File: src/rtl/ii_ctrl_pkg.sv
// Shared types for the integral-image control path.
// Contents: frame sequencer state enum, end-of-transfer flag indices, eot_t.
// Used by ii_frame_reader and its output FIFO users.
package ii_ctrl_pkg;

  typedef enum logic [1:0] {
    IDLE  = 2'd0,
    RUN   = 2'd1,
    DRAIN = 2'd2,
    DONE  = 2'd3
  } state_t;

  // Bit positions inside an eot_t flag pair.
  localparam int EOT_ROW   = 0;
  localparam int EOT_FRAME = 1;

  typedef logic [1:0] eot_t;

endpackage

File: src/rtl/pix_fifo.sv
// Two-entry FIFO for pixel words (also used as a skid buffer).
// Ports: clk/rst (sync, active-high), push/din, pop/dout (head), count (0..2).
// The caller guarantees no push when full and no pop when empty.
module pix_fifo #(
  parameter int W = 10
) (
  input  logic         clk,
  input  logic         rst,
  input  logic         push,
  input  logic [W-1:0] din,
  input  logic         pop,
  output logic [W-1:0] dout,
  output logic [1:0]   count
);

  logic [W-1:0] mem_q [2];
  logic         wr_ptr_q;
  logic         rd_ptr_q;
  logic [1:0]   count_q;

  always_ff @(posedge clk) begin
    if (rst) begin
      wr_ptr_q <= 1'b0;
      rd_ptr_q <= 1'b0;
      count_q  <= 2'd0;
    end else begin
      wr_ptr_q <= wr_ptr_q ^ push;
      rd_ptr_q <= rd_ptr_q ^ pop;
      count_q  <= count_q + 2'(push) - 2'(pop);
    end
  end

  // Storage is not reset; count_q alone decides what is valid.
  always_ff @(posedge clk) begin
    if (push) begin
      mem_q[wr_ptr_q] <= din;
    end
  end

  assign dout  = mem_q[rd_ptr_q];
  assign count = count_q;

endmodule

File: src/rtl/ii_frame_reader.sv
// Raster-scans an image buffer (1-cycle read latency) into a valid/ready pixel stream.
// Ports: clk/rst, start/busy/done control, mem_rd_en/mem_addr/mem_rd_data read port,
//        dout_valid/dout_ready/dout_data/dout_eot stream, cfg_stride (STRIDE_EN only).
// Optional macro STRIDE_EN: subsample rows and columns by cfg_stride+1.
module ii_frame_reader
  import ii_ctrl_pkg::*;
#(
  parameter int W_DATA = 8,
  parameter int IMG_W  = 320,
  parameter int IMG_H  = 240,
  parameter int W_ADDR = $clog2(IMG_W*IMG_H)
) (
`ifdef STRIDE_EN
  input  logic [1:0]        cfg_stride,
`endif
  input  logic              clk,
  input  logic              rst,
  input  logic              start,
  output logic              busy,
  output logic              done,
  output logic              mem_rd_en,
  output logic [W_ADDR-1:0] mem_addr,
  input  logic [W_DATA-1:0] mem_rd_data,
  output logic              dout_valid,
  input  logic              dout_ready,
  output logic [W_DATA-1:0] dout_data,
  output logic [1:0]        dout_eot
);

  // Counters are wide enough to hold index + stride without wrapping.
  localparam int W_COL = $clog2(IMG_W + 4);
  localparam int W_ROW = $clog2(IMG_H + 4);
  localparam int W_ENT = W_DATA + 2;

  state_t            state_q, state_d;
  logic [W_COL-1:0]  col_q, col_d;
  logic [W_ROW-1:0]  row_q, row_d;
  logic [W_ADDR-1:0] addr_q, addr_d;
  logic [W_ADDR-1:0] row_base_q, row_base_d;
  logic [W_ADDR-1:0] row_step_q, row_step_d;
  logic [2:0]        stride_q, stride_d;
  logic              inflight_q;
  eot_t              rd_eot_q, rd_eot_d;

  logic [2:0]        start_stride;
  logic [W_COL-1:0]  col_nxt;
  logic [W_ROW-1:0]  row_nxt;
  eot_t              issue_eot;
  logic              rd_en;
  logic [2:0]        occ;
  logic              hs;

  logic              fifo_push, fifo_pop;
  logic [W_ENT-1:0]  fifo_dout, head;
  logic [1:0]        fifo_count;
  logic              fifo_empty;

`ifdef STRIDE_EN
  assign start_stride = {1'b0, cfg_stride} + 3'd1;
`else
  assign start_stride = 3'd1;
`endif

  // Flags for the pixel about to be read; they travel with its data.
  assign col_nxt               = col_q + W_COL'(stride_q);
  assign row_nxt               = row_q + W_ROW'(stride_q);
  assign issue_eot[EOT_ROW]    = (col_nxt >= W_COL'(IMG_W));
  assign issue_eot[EOT_FRAME]  = issue_eot[EOT_ROW] && (row_nxt >= W_ROW'(IMG_H));

  // Head of stream: FIFO head, or the word arriving from memory this cycle
  // when the FIFO is empty (gives dout_valid one cycle after the read).
  assign fifo_empty = (fifo_count == 2'd0);
  assign head       = fifo_empty ? {rd_eot_q, mem_rd_data} : fifo_dout;
  assign dout_valid = !fifo_empty || inflight_q;
  assign hs         = dout_valid && dout_ready;
  assign fifo_pop   = hs && !fifo_empty;
  assign fifo_push  = inflight_q && !(fifo_empty && dout_ready);

  // Occupancy left after this cycle's handshake. A new read lands next cycle
  // and may find the consumer stalled, so at most one word may remain.
  assign occ   = 3'(fifo_count) + 3'(inflight_q) - 3'(hs);
  assign rd_en = (state_q == RUN) && (occ <= 3'd1);

  pix_fifo #(.W(W_ENT)) u_fifo (
    .clk   (clk),
    .rst   (rst),
    .push  (fifo_push),
    .din   ({rd_eot_q, mem_rd_data}),
    .pop   (fifo_pop),
    .dout  (fifo_dout),
    .count (fifo_count)
  );

  always_comb begin
    state_d    = state_q;
    col_d      = col_q;
    row_d      = row_q;
    addr_d     = addr_q;
    row_base_d = row_base_q;
    row_step_d = row_step_q;
    stride_d   = stride_q;
    rd_eot_d   = rd_en ? issue_eot : rd_eot_q;
    case (state_q)
      IDLE: begin
        col_d      = '0;
        row_d      = '0;
        addr_d     = '0;
        row_base_d = '0;
        if (start) begin
          state_d  = RUN;
          stride_d = start_stride;
          case (start_stride)
            3'd2:    row_step_d = W_ADDR'(2 * IMG_W);
            3'd3:    row_step_d = W_ADDR'(3 * IMG_W);
            3'd4:    row_step_d = W_ADDR'(4 * IMG_W);
            default: row_step_d = W_ADDR'(IMG_W);
          endcase
        end
      end
      RUN: begin
        if (rd_en) begin
          if (issue_eot[EOT_ROW]) begin
            col_d      = '0;
            row_d      = row_nxt;
            row_base_d = row_base_q + row_step_q;
            addr_d     = row_base_q + row_step_q;
          end else begin
            col_d  = col_nxt;
            addr_d = addr_q + W_ADDR'(stride_q);
          end
          if (issue_eot[EOT_FRAME]) begin
            state_d = DRAIN;
          end
        end
      end
      DRAIN: begin
        // The frame-end pixel is always the final word in the pipe.
        if (hs && head[W_DATA + EOT_FRAME]) begin
          state_d = DONE;
        end
      end
      default: state_d = IDLE;
    endcase
  end

  always_ff @(posedge clk) begin
    if (rst) begin
      state_q    <= IDLE;
      col_q      <= '0;
      row_q      <= '0;
      addr_q     <= '0;
      row_base_q <= '0;
      row_step_q <= '0;
      stride_q   <= 3'd1;
      inflight_q <= 1'b0;
      rd_eot_q   <= '0;
    end else begin
      state_q    <= state_d;
      col_q      <= col_d;
      row_q      <= row_d;
      addr_q     <= addr_d;
      row_base_q <= row_base_d;
      row_step_q <= row_step_d;
      stride_q   <= stride_d;
      inflight_q <= rd_en;
      rd_eot_q   <= rd_eot_d;
    end
  end

  assign busy      = (state_q != IDLE);
  assign done      = (state_q == DONE);
  assign mem_rd_en = rd_en;
  assign mem_addr  = addr_q;
  assign dout_data = dout_valid ? head[W_DATA-1:0] : '0;
  assign dout_eot  = dout_valid ? head[W_ENT-1:W_DATA] : 2'b00;

endmodule

File: config.mk
export PLATFORM = sky130hd
export DESIGN_NAME = ii_frame_reader
export DESIGN_NICKNAME = d
export VERILOG_FILES = /design/src/rtl/ii_ctrl_pkg.sv /design/src/rtl/pix_fifo.sv /design/src/rtl/ii_frame_reader.sv
export SDC_FILE = /design/constraint.sdc
export NUM_CORES = 1
export LEC_CHECK = 0
export BUFFER_PORTS_ARGS = -buffer_cell sky130_fd_sc_hd__buf_4
export CORE_UTILIZATION = 45
export CTS_CLUSTER_SIZE = 8
export DETAILED_ROUTE_END_ITERATION = 16
export GPL_TIMING_DRIVEN = 0
export PLACE_DENSITY_LB_ADDON = 0.12
export SLEW_MARGIN = 20
export SYNTH_ARGS = -nofsm -noshare
export SYNTH_HDL_FRONTEND = slang
export SYNTH_SLANG_ARGS = --single-unit
File: constraint.sdc
create_clock -name clk -period 3 [get_ports clk]
set_input_delay 0.6 -clock clk [delete_from_list [all_inputs] [get_ports clk]]
set_output_delay 0.6 -clock clk [all_outputs]
set_load 0.01 [all_outputs]
Yosys cells after proc, flatten, opt, wreduce, memory -nomap -nowiden
Memories as Yosys holds them, arrays and structs flattened. A register that Yosys moved wholly into a read port is not among the register bits.
Cells that the tools add are included.
- bits in registers: 61
- input bits: 12
- memories: 1
- output and inout bits: 31
- bits in writable memories: 20
- logic and storage cells: 74
- bitwise logic cells: 2
- order comparisons: 3
- reductions and logical operators: 18
- equality and inequality tests: 8
- muxes and demuxes: 23
- add/subtract/negate cells: 8
- memories (name ; words ; width ; read ports ; clocked after Yosys merged registers in ; wr ports ; RTL line ; RTL):
    u_fifo.mem_q ; 2 ; 10 ; 1 ; 1 ; 1 ; pix_fifo.sv:16 ; logic [W-1:0] mem_q [2];
- operator list (cell ; number):
    $mux 17 ; 4
    $pmux 17 s2 ; 2
    $mux 8 ; 3
    $mux 9 ; 2
    $pmux 9 s2 ; 1
    $add 17x1->17 const B ; 1
    $add 17x9->17 ; 1
    $pmux 8 s2 ; 1
    $mux 10 ; 1
    $mux 2 ; 5
    $ne 2x2->1 const B ; 5
    $add 9x1->9 const B ; 1
    $ge 9x9->1 const B ; 1
    $add 8x1->8 const B ; 1
    $ge 8x8->1 const B ; 1
    $logic_and 1x1->1 ; 7
    $pmux 2 s3 ; 1
    $eq 2x2->1 const B ; 2
    $logic_not 2->1 ; 2
    $reduce_and 2->1 ; 2
    $reduce_and 4->1 ; 1
    $reduce_bool 2->1 ; 2
    $add 2x1->3 ; 1
    $le 3x1->1 const B ; 1
    other kinds (9) ; 13

Depth between registers and ports, before layout
Gate-level depths: netlist (run 1).
- depth in word-level cells: 9
- depth in mapped cells: 16
- gate-level depth less buffers: 15

Hierarchy
Synthesis (run 1) repeated with hierarchy kept, for this count alone.
- cell total of the unflattened synthesis: 437
- area total of the unflattened synthesis: 4071.4 um2
- by module, submodules not included (module ; instances ; sequential area each (um2) ; cells each ; area an instance (um2)):
    ii_frame_reader ; 1 ; 1021.0 ; 389 ; 3123.0
    pix_fifo ; 1 ; 680.7 ; 48 ; 948.4

Least setup slack after synthesis (run 1)
No wires, ideal clock.
- path type: register to register
- from: register u_fifo.count_q[1], in the netlist u_fifo.count[1]
- to: register row_q[7]
- required time: 2880 ps
- path buffers: 2
- library setup time: 120 ps
- cell stages (with the launch flop): 15
- arrival: 3268 ps
- setup slack: -388 ps
- path through: dfxtp_1 or3_1 and2_1 ha_1 inv_1 ha_1 inv_1 fa_1 xor2_1 nand3b_1 inv_1 clkbuf_1 a21oi_1 buf_2 a211o_1
- cells in the longest elaborated chain, start to end: 9
- RTL lines (element ; RTL line ; RTL):
    from (decl) ; pix_fifo.sv:19 ; logic [1:0] count_q;
    from (signal assigned) ; pix_fifo.sv:29 ; count_q <= count_q + 2'(push) - 2'(pop);
    $logic_not 2->1 ; ii_frame_reader.sv:72 ; assign fifo_empty = (fifo_count == 2'd0);
    $logic_not 1->1 ; ii_frame_reader.sv:74 ; assign dout_valid = !fifo_empty || inflight_q;
    $logic_or 1x1->1 ; ii_frame_reader.sv:74 ;
    named net dout_valid ; ii_frame_reader.sv:24 ; output logic dout_valid,
    $logic_and 1x1->1 ; ii_frame_reader.sv:75 ; assign hs = dout_valid && dout_ready;
    $sub 3x1->3 ; ii_frame_reader.sv:81 ; assign occ = 3'(fifo_count) + 3'(inflight_q) - 3'(hs);
    $le 3x1->1 ; ii_frame_reader.sv:82 ; assign rd_en = (state_q == RUN) && (occ <= 3'd1);
    $logic_and 1x1->1 ; ii_frame_reader.sv:82 ;
    named net mem_rd_en ; ii_frame_reader.sv:21 ; output logic mem_rd_en,
    $ne 2x2->1 (no source line) ; n/a ;
    $reduce_and 3->1 (no source line) ; n/a ;
    to (signal assigned) ; ii_frame_reader.sv:160 ; row_q <= row_d;
    to (decl) ; ii_frame_reader.sv:37 ; logic [W_ROW-1:0] row_q, row_d;
The timed path passes the listed nets, and every way through them passes these cells.
A chain may end at the register's enable or synchronous reset.

Worst setup path after layout (run 1)
- from: register inflight_q
- to: output mem_rd_en
- cells in the longest elaborated chain, start to end: 5
- RTL lines (element ; RTL line ; RTL):
    from (decl) ; ii_frame_reader.sv:42 ; logic inflight_q;
    from (signal assigned) ; ii_frame_reader.sv:165 ; inflight_q <= rd_en;
    parallel branches: the longest is 2 deep, another holds $add 2x1->3 ; n/a ;
    $sub 3x1->3 (*) ; ii_frame_reader.sv:81 ;
    $le 3x1->1 (*) ; ii_frame_reader.sv:82 ;
    $logic_and 1x1->1 (*) ; ii_frame_reader.sv:82 ;
    to (decl) ; ii_frame_reader.sv:21 ;
Every way passes the cells marked *.

==> results of run 1 <==
==> kinds of logic after synthesis <==
logic type                 after synthesis  synth area share, %
and+or+nand+nor                        144                 20.7
AOI/OAI and AO/OA                       98                 17.4
DFF                                     75                 43.5
buffers and inverters                   36                 3.64
xor gates and xnor gates                20                 4.47
adders and majority gates               18                 5.94
muxes                                   17                 4.38
==> layout by cell type, fill, tap and decap left out, types with 8 or more instances in the layout <==
cell,n
a21oi_1,14
a22o_1,9
and3_1,8
buf_4,54
clkbuf_8,9
dfxtp_1,52
edfxtp_1,20
ha_1,15
inv_1,14
mux2i_1,16
nand2_1,20
nand3_1,29
nor2_1,25
o21ai_0,19
xnor2_1,12
==> per-layer routing <==
metal | share of wire, % | wire length (µm) | GRT usage [%] | vias to the layer above
met3 | 4.1 | 415 | 3.91 | 19
met2 | 47 | 4720 | 37.1 | 83
met5 | 0 | 0 | 0 | -
met1 | 47 | 4700 | 30.6 | 1698
li1 | - | - | - | 1670
met4 | 1.8 | 178 | 8.08 | 0
==> synthesized netlist by cell type (4+ instances only) <==
library cell	count	area share, %
clkbuf_1	9	0.86
nand4_1	4	0.64
nand2_1	20	1.9
nand3_1	30	3.8
a31oi_1	4	0.64
dfxtp_1	55	28
xor2_1	8	1.8
nor3_1	8	1.0
a22o_1	9	2.0
o21ai_0	26	3.3
nor3b_1	6	1.2
or3_1	6	0.96
nor2b_1	4	0.64
and2_1	5	0.80
a21oi_1	16	2.0
nor4_1	5	0.80
a221o_1	4	1.0
ha_1	17	5.4
mux2i_1	16	4.1
a21o_1	7	1.3
buf_2	6	0.77
and3_1	8	1.3
edfxtp_1	20	15
nor2_1	26	2.5
xnor2_1	12	2.7
inv_1	18	1.7
==> registers in the layout, summed over array words and instances (netlist names) <==
signal / cells
inflight_q: 1
rd_eot_q: 2
row_q: 8
u_fifo.wr_ptr_q: 1
row_step_q: 1
col_q: 9
mem_addr: 17
state_q: 2
u_fifo.rd_ptr_q: 1
u_fifo.count: 2
row_base_q: 11
u_fifo.mem_q: 20
==> metrics by stage <==
step / utilization (%) / total power (µW) / instance area, µm² / hold slack [ns] / instances
floorplan: - / 2050 / 3970 / 0.447 / 408
finish: 60.4 / 3710 / 5010 / 0.428 / 591
detailed placement: 53.1 / 2500 / 4410 / 0.475 / 554
CTS: 58.1 / 3510 / 4820 / 0.416 / 583
global placement: 53.1 / 2470 / 4410 / 0.454 / 554
global route: 60.4 / 3930 / 5010 / 0.413 / 591
==> layout make-up <==
class	instances	area [µm²]
fillers	724	3290
plain buffers	18	119
clock buffers	9	124
inverters	18	67.6
clock inverters	7	65.1
flip-flops and latches	75	1710
well taps	105	131
repair buffers	61	500
multi-input cells	298	2300
==> worst max-delay path, delay by kind of cell, from the launching register on <==
family                     cells  cell delay (ns)
xor gates and xnor gates       1             0.15
adders and majority gates      3             0.66
buffers and inverters          5             0.41
DFF                            1             0.34
and+or+nand+nor                3             0.74
==> power by group through the flow <==
| stage | Combinational [µW] | Sequential, µW | Clock (µW) |
|---|---|---|---|
| detailed placement | 1270 | 1230 | 0 |
| CTS | 1530 | 1210 | 777 |
| floorplan | 838 | 1210 | 0 |
| finish | 1730 | 1210 | 766 |
| global placement | 1250 | 1230 | 0 |
| global route | 1880 | 1220 | 827 |
==> how the worst max path moves through the flow <==
| stage | end | from | depth (start not counted) |
|---|---|---|---|
| finish | mem_rd_en | inflight_q | 12 |
| global route | mem_rd_en | inflight_q | 12 |
| CTS | mem_rd_en | inflight_q | 12 |
| detailed placement | col_q[2] | inflight_q | 16 |
| global placement | mem_addr[14] | dout_ready | 16 |
| floorplan | row_base_q[12] | u_fifo.count[0] | 16 |
==> repair_timing <==
action                     in CTS  in global routing
gates resized for setup        29                 27
setup buffers                  12                  6
setup endpoints to repair      48                 47
cloned                          1                  2
pin swaps                       5                  8
==> results.txt, run 1 <==
Status - finished with violations
Failing checks - setup timing
Post-Syn Area - 0.00392 mm²
Setup tns final - -2.37 ns
Number of global-route vias before repair - 3,185
Final WL - 10.0 mm
Max Clk Rate - 305 MHz
Avg Cell Area, Syn - 9.60 µm²
Clock latency at the later pin of the worst-skew pair - 0.36 ns
Clk root buf - clkbuf_8
TritonRoute pass-1 iters - 4
Vias after detailed routing - 3,470
Drc violations - 0
Post-DR vias/cell - 5.87
Max stage delay cell, worst path - or3_4
Clk network pwr share - 20.7%
PnR worst setup slack - -0.274 ns
Slew @ Worst Pin - 1.04 ns
Total track usage - 22.9%
Die ar. - 0.00908 mm²
Net Sw Frac - 39.5%
Largest net degree at the start of global routing - 17
Hold_buf cts - 0
Yosys cell types - 66
Routed Antenna Nets - 0
Port bufs - 41
Fraction of registers with async set/reset - 0%
Post-synth EDFFs - 20
Post-DP HPWL - 6.58 mm
Core area - 0.00830 mm²
Drt wl/cell - 16.9 µm
Post-synthesis cell count - 408
Combinational fraction of design power - 46.6%
Initial antenna violation count - 0
Max stage delay on crit path - 0.38 ns
Crit path arrival time - 2.67 ns
GR Overflow Total - 0
Count of warnings emitted by yosys - 0
RR Endpoint - row_q[7]
Crit-path cells - or3_4 -> and2_4 -> ha_4 -> inv_2 -> ha_4 -> inv_2 -> fa_2 -> xor2_2 -> nand3b_1 -> inv_2 -> buf_8 -> buf_6
CTS Buf Count - 9
#FFs+latches synth - 75
WHS Endpoint - u_fifo.mem_q[0][6]
Leakage power - 0.00198 µW
R2R depth - 16
Clock sink count - 75
Register area share after synthesis - 43.5%
Slew Limit Fails - 0
Shortest period the worst path allows - 3.27 ns
MaxCap Viol Count - 0
Peak supply drop - 0.323 mV
Setup slack at placement - -0.482 ns
Diode count - 0
Hold depth - 1
CP most frequent cell - inv_2
Setup CP Type - flip-flop to primary output
Net Count, Synth - 438
Clk pin slew, worst setup/hold paths - 0.09 ns
First-pass GRT wire length - 15.8 mm
P_int - 2240 µW
Clk_skew - 0.0121 ns
Sequential Power Share - 32.7%
Hold path startpoint - mem_rd_data[6]
Ratio of final minimum period to clock period - 109%
Rel. slew slack - 30.5%
Synth Flop Type - dfxtp_1
Gpl congestion - 0.808
Row cnt - 33
Psw - 1460 µW
Final-stage net count - 511
# setup viols final - 27
Crit end category - primary output
Worst endpoint required time - 2.40 ns
P&R area growth vs syn - 28.0%
Reg2reg start - inflight_q
CTS tree - built
Share of layout cells above drive strength 1 - 27.4%
Hold Fails Final Rpt - 0
Initial Utilization - 47.2%
P per Cell Area - 739 mW/mm²
Hold Path Class - input pin to flip-flop
Die Y-Extent - 95.3 µm
Worst-path maximum fanout - 3
Startpoint Class - flip-flop
Clock tree buffer depth - 2
DIE WIDTH - 95.3 µm
H-tree depth - 3
Unrepaired setup endpoints after global routing - true
R2R Setup Slk - -0.16 ns
Io pins - 43
Initial DRC Count - 168
Note: power is estimated with default switching activity, not from simulation.
==> inputs of run 2 (changes only) <==
--- a/config.mk
+++ b/config.mk
@@ -6,12 +6,15 @@
 export NUM_CORES = 1
 export LEC_CHECK = 0
 export BUFFER_PORTS_ARGS = -buffer_cell sky130_fd_sc_hd__buf_4
-export CORE_UTILIZATION = 45
+export CELL_PAD_IN_SITES_DETAIL_PLACEMENT = 1
+export CELL_PAD_IN_SITES_GLOBAL_PLACEMENT = 2
+export CORE_UTILIZATION = 33
 export CTS_CLUSTER_SIZE = 8
 export DETAILED_ROUTE_END_ITERATION = 16
 export GPL_TIMING_DRIVEN = 0
-export PLACE_DENSITY_LB_ADDON = 0.12
+export PLACE_DENSITY = 0.79
 export SLEW_MARGIN = 20
 export SYNTH_ARGS = -nofsm -noshare
 export SYNTH_HDL_FRONTEND = slang
 export SYNTH_SLANG_ARGS = --single-unit
+export TNS_END_PERCENT = 20
==> run 2 against run 1 <==
- fmax is 0.33% higher
- worst setup slack better by 0.011 ns
- critical path type unchanged
- clock power is 37% higher
- largest power group unchanged
- clock skew is 0.0040 ns lower
- die area is 36% higher
- highest routed layer unchanged
- power is 9.9% higher
- non-clock buffer count is 1 higher
- the flow still finishes with violations (setup timing)
- hold slack better by 0.021 ns
- wire length is 15% higher
- critical path depth stayed put
- register-to-register slack hardly changed
==> results.txt, run 2 (synthesis gave the netlist of run 1 again) <==
TritonRoute pass-1 iters - 6 (+2)
Gpl congestion - 0.738 (-8.7%)
Vias after detailed routing - 3,389 (-2.3%)
Crit path arrival time - 2.66 ns (about the same)
Clock sink count - 75 (unchanged)
First-pass GRT wire length - 18.4 mm (+17%)
Worst endpoint required time - 2.40 ns (about the same)
Clk_skew - 0.00809 ns (-0.00403 ns)
MaxCap Viol Count - 0 (unchanged)
Post-DP HPWL - 7.71 mm (+17%)
Rel. slew slack - 43.9% (+13 points)
Slew Limit Fails - 0 (unchanged)
# setup viols final - 33 (+22%)
Drc violations - 0 (unchanged)
Post-DP Area - 0.00445 mm² (+1.1%)
Ratio of final minimum period to clock period - 109% (-0.36 points)
Setup CP Type - flip-flop to primary output
Final-stage net count - 511 (unchanged)
Shortest period the worst path allows - 3.26 ns (-0.0107 ns)
Hold Fails Final Rpt - 0 (unchanged)
Setup slack at placement - -0.569 ns (-0.0863 ns)
R2R Setup Slk - -0.16 ns (about the same)
Failing checks - setup timing
P per Cell Area - 785 mW/mm² (+6.1%)
Hold_buf cts - 0 (unchanged)
Clk root buf - clkbuf_16
Diode count - 0 (unchanged)
Slew @ Worst Pin - 0.840 ns (-0.201 ns)
Port bufs - 41 (unchanged)
Total power - 4070 µW (+9.9%)
RR Endpoint - col_q[8]
Row cnt - 39 (+18%)
Largest net degree at the start of global routing - 16 (-1)
Clock tree buffer depth - 2 (unchanged)
Hold Path Class - input pin to flip-flop
Commonest non-fill, non-tap cell in the layout - buf_4
Max reg flops - 20 (unchanged)
CTS tree - built
Fill count - 1,306 (+80%)
Clk pin slew, worst setup/hold paths - 0.06 ns (-0.03 ns)
Clock latency at the later pin of the worst-skew pair - 0.35 ns (about the same)
PnR worst setup slack - -0.263 ns (+0.0107 ns)
Initial Utilization - 34.2% (-13 points)
Post-DR vias/cell - 5.39 (-8.2%)
Top reg by flops - u_fifo.mem_q
Unrepaired setup endpoints after global routing - true
Die ar. - 0.0123 mm² (+36%)
Startpoint Class - flip-flop
Total track usage - 19.1% (-3.7 points)
Peak supply drop - 0.525 mV (+63%)
Core area - 0.0115 mm² (+38%)
Worst-path maximum fanout - 4 (+1)
Drt wl/cell - 18.3 µm (+8.2%)
R2R depth - 14 (-2)
Status - finished with violations
Initial DRC Count - 121 (-28%)
Die Y-Extent - 111 µm (+16%)
Hold_ws - 0.450 ns (+0.0212 ns)
Routed Antenna Nets - 0 (unchanged)
Crit. Startpoint - inflight_q
GR Overflow Total - 0 (unchanged)
Design area - 0.00519 mm² (+3.6%)
Most frequent cells in the layout - 54 x buf_4, 52 x dfxtp_1, 29 x nand3_1, 24 x nor2_1
P&R area growth vs syn - 32.6%
Number of global-route vias before repair - 3,532 (+11%)
DIE WIDTH - 111 µm (+16%)
CTS Buf Count - 9 (unchanged)
Hold depth - 1 (unchanged)
Max Clk Rate - 306 MHz (+0.33%)
Final WL - 11.5 mm (+15%)
H-tree depth - 3 (unchanged)
Leakage power - 0.00203 µW (+2.9%)
Share of layout cells above drive strength 1 - 28.2% (+0.82 points)
Io pins - 43 (unchanged)
Initial antenna violation count - 0 (unchanged)
Worst setup path end - mem_rd_en
Crit end category - primary output
Reg2reg start - inflight_q
-- run 2: changes by cell type in the layout (fill, tap and decap cells not counted), sizes merged --
cell      change
buf           +2
nand3         -1
clkinvlp      +1
clkbuf        -1
clkinv        -1
-- run 2: worst min-delay path by stage --
stage	from	endpoint	slack (ns)
final	mem_rd_data[3]	u_fifo.mem_q[0][3]	0.45
after global routing	mem_rd_data[3]	u_fifo.mem_q[0][3]	0.44
after CTS	mem_rd_data[2]	u_fifo.mem_q[1][2]	0.45
after detailed placement	row_base_q[16]	row_base_q[16]	0.47
after global placement	row_base_q[16]	row_base_q[16]	0.45
after floorplan	rd_eot_q[1]	u_fifo.mem_q[0][9]	0.45
-- run 2: report_power, final --
| part | switching, µW | internal, µW |
|---|---|---|
| clock | 479 | 573 |
| sequential | 81.5 | 1130 |
| combinational | 967 | 840 |
-- run 2: per-stage QoR --
step / setup TNS [ns] / util, % / std cells
2_1_floorplan: -0.107 / - / 408
3_3_place_gp: -15.46 / 38.8 / 592
3_5_place_dp: -18.31 / 38.8 / 592
4_1_cts: -2.96 / 44.5 / 626
5_1_grt: -7.95 / 45.3 / 629
6_report: -2.37 / 45.3 / 629
-- run 2: final cells by class --
type                    instances  area, µm²  area share [%]
repair buffers                 62        526            10.1
plain buffers                  18        136            2.63
flip-flops and latches         75       1710            32.9
inverters                      18       70.1            1.35
clock inverters                 7       57.6            1.11
clock buffers                   9        225            4.34
multi-input cells             297       2290            44.2
well taps                     143        179            3.45
-- run 2: routing by layer --
layer,up-vias,GRT usage [%],routed length (µm)
met5,-,0,0
met3,13,3.39,311
met2,41,32.8,5630
li1,1661,-,-
met4,0,6.93,179
met1,1674,24.0,5420
-- run 2: what timing repair did --
action / 4_1_cts / 5_1_grt
buffers inserted: 15 / 3
gates cloned: 3 / 0
pin swaps: 8 / 9
endpoints found under the setup margin: 48 / 44
resized for setup: 52 / 12
-- run 2: critical path: stages, from the launching register on --
cell and delay, ns:
dfxtp_2 0.33, or3_4 0.38, and2_4 0.15, ha_4 0.20
inv_2 0.06, ha_4 0.12, inv_2 0.03, fa_2 0.33
xor2_1 0.15, nand3b_1 0.22, inv_2 0.12, clkbuf_16 0.14
buf_6 0.09
==> inputs of run 3 (changes only) <==
--- a/config.mk
+++ b/config.mk
@@ -8,6 +8,7 @@
 export BUFFER_PORTS_ARGS = -buffer_cell sky130_fd_sc_hd__buf_4
 export CELL_PAD_IN_SITES_DETAIL_PLACEMENT = 1
 export CELL_PAD_IN_SITES_GLOBAL_PLACEMENT = 2
+export CORE_MARGIN = 2
 export CORE_UTILIZATION = 33
 export CTS_CLUSTER_SIZE = 8
 export DETAILED_ROUTE_END_ITERATION = 16
==> run 3 against run 2 <==
- the flow finishes with violations (DRC, setup timing)
- critical path depth is the same
- via count grew 3.1%
- sequential power is essentially flat
- wire length is essentially flat
==> results.txt, run 3 (synthesis gave the netlist of run 1 again) <==
Setup CP Type - flip-flop to primary output
Unrepaired setup endpoints after global routing - true
CTS Buf Count - 9 (unchanged)
Leakage power - 0.00208 µW (+2.2%)
Slew Limit Fails - 0 (unchanged)
GR Overflow Total - 0 (unchanged)
Clock latency at the later pin of the worst-skew pair - 0.35 ns (about the same)
Peak supply drop - 0.295 mV (-44%)
Core area - 0.0115 mm² (+0.43%)
Largest net degree at the start of global routing - 16 (unchanged)
Fill count - 1,291 (-1.1%)
Clk_skew - 0.00869 ns (+0.000597 ns)
Initial DRC Count - 204 (+69%)
Initial Utilization - 34.0% (-0.14 points)
Hold path startpoint - mem_rd_data[7]
Setup tns final - -4.36 ns (-1.99 ns)
Gpl congestion - 0.773 (+4.7%)
H-tree depth - 3 (unchanged)
Crit end category - primary output
Post-DR vias/cell - 5.50 (+2.1%)
Max stage delay on crit path - 0.39 ns (about the same)
Final WL - 11.5 mm (about the same)
Max stage delay cell, worst path - or3_4
P&R area growth vs syn - 33.2%
Max reg flops - 20 (unchanged)
Clock sink count - 75 (unchanged)
Area of the multi-input gates - 0.00229 mm² (about the same)
CP most frequent cell - inv_2
TritonRoute pass-1 iters - 10 (+4)
Clock tree buffer depth - 2 (unchanged)
Crit-path cells - or3_4 -> and2_4 -> ha_4 -> inv_2 -> ha_4 -> inv_2 -> fa_2 -> xor2_2 -> nand3b_1 -> inv_2 -> clkbuf_16 -> buf_6
Clk root buf - clkbuf_16
Crit. Startpoint - inflight_q
Worst endpoint required time - 2.40 ns (about the same)
# setup viols final - 37 (+12%)
MaxCap Viol Count - 0 (unchanged)
Commonest non-fill, non-tap cell in the layout - buf_4
Io pins - 43 (unchanged)
Top reg by flops - u_fifo.mem_q
Max Clk Rate - 305 MHz (-0.46%)
Most frequent cells in the layout - 61 x buf_4, 52 x dfxtp_1, 27 x nand3_1, 24 x nor2_1
Port bufs - 41 (unchanged)
Shortest period the worst path allows - 3.28 ns (+0.0150 ns)
Startpoint Class - flip-flop
Ratio of final minimum period to clock period - 109% (+0.50 points)
Diode count - 0 (unchanged)
Sequential Area - 0.00171 mm² (+0.15%)
Hold Fails Final Rpt - 0 (unchanged)
Die Y-Extent - 113 µm (+1.8%)
Drt wl/cell - 18.2 µm (-1.0%)
CTS tree - built
Setup slack at placement - -0.564 ns (+0.00472 ns)
Hold_buf cts - 0 (unchanged)
Hold Path Class - input pin to flip-flop
Final-stage net count - 517 (+1.2%)
Row cnt - 39 (unchanged)
Crit path arrival time - 2.68 ns (+0.02 ns)
Total track usage - 18.4% (-0.77 points)
Reg2reg start - inflight_q
Worst-path maximum fanout - 3 (-1)
Status - finished with violations
Vias after detailed routing - 3,494 (+3.1%)
Slew @ Worst Pin - 0.783 ns (-0.0572 ns)
PnR worst setup slack - -0.278 ns (-0.0150 ns)
Drc violations - 5 (+5)
First-pass GRT wire length - 18.4 mm (about the same)
Die ar. - 0.0128 mm² (+3.6%)
R2R Setup Slk - -0.23 ns (-0.07 ns)
Post-DP HPWL - 7.71 mm (about the same)
Initial antenna violation count - 0 (unchanged)
Failing checks - DRC, setup timing
Clk pin slew, worst setup/hold paths - 0.07 ns (about the same)
Number of global-route vias before repair - 3,533 (+0.028%)
Rel. slew slack - 47.7% (+3.8 points)
P per Cell Area - 791 mW/mm² (+0.77%)
Routed Antenna Nets - 0 (unchanged)
Share of layout cells above drive strength 1 - 29.9% (+1.7 points)
DIE WIDTH - 113 µm (+1.8%)
## run 3: cell count changes in the layout (fill, tap and decap cells not counted), moves of 2 or more
| cell | before | now |
|---|---|---|
| buf_4 | 54 | 61 |
| o21ai_1 | 4 | 8 |
| buf_6 | 7 | 10 |
| buf_8 | 3 | 0 |
| o21ai_0 | 18 | 15 |
| inv_6 | 3 | 5 |
| nand3_1 | 29 | 27 |
| nand3_2 | 0 | 2 |
| nor3_1 | 8 | 6 |
| nor3_4 | 3 | 5 |
| nor4_4 | 2 | 0 |
## run 3: worst paths after layout
kind	to	cells after the start
worst min-delay path	u_fifo.mem_q[0][7]	1
worst min register to register	row_base_q[16]	1
worst max-delay path	mem_rd_en	12
worst max register to register	mem_addr[4]	19
## run 3: area by class of cell
type	count	area share (%)
timing repair buffer	68	10.5
tap	143	3.43
multi-input combinational	297	43.9
inverter	18	1.39
buffer	18	2.57
clock buffer	9	4.32
sequential	75	32.7
clock inverter	7	1.08
## run 3: worst max-delay path, delay by kind of cell (launching register included)
kind,cells,cell delay (ns)
xor gates and xnor gates,1,0.15
adders and majority gates,3,0.66
buffers and inverters,5,0.44
DFF,1,0.32
and+or+nand+nor,3,0.77
## run 3: stage by stage
stage / instance area (µm²) / util (%) / total power, µW / hold slack [ns] / cells
2_1_floorplan: 3970 / - / 2050 / 0.447 / 408
3_3_place_gp: 4450 / 38.7 / 2520 / 0.454 / 592
3_5_place_dp: 4450 / 38.7 / 2560 / 0.467 / 592
4_1_cts: 4960 / 43.1 / 3890 / 0.433 / 623
5_1_grt: 5220 / 45.3 / 4380 / 0.436 / 635
6_report: 5220 / 45.3 / 4120 / 0.443 / 635
## run 3: power by group
part           leakage (µW)  internal, µW  switching (µW)
clock network      0.000137           572             471
registers          0.000625          1130            72.5
logic               0.00132           871            1000
total               0.00208          2580            1550
## run 3: routing by layer
layer / wire length [µm] / share of wire (%) / up-vias / global-route usage, %
li1: - / - / 1681 / -
met1: 5300 / 46 / 1735 / 24.6
met2: 5540 / 48 / 64 / 30.1
met3: 515 / 4.5 / 14 / 3.80
met4: 172 / 1.5 / 0 / 5.45
met5: 0 / 0 / - / 0
## run 3: timing repair
action                     CTS  global route
setup buffers               13            12
cloned                       2             0
pin swaps                    6            20
gates resized for setup     31            42
setup endpoints to repair   47            46
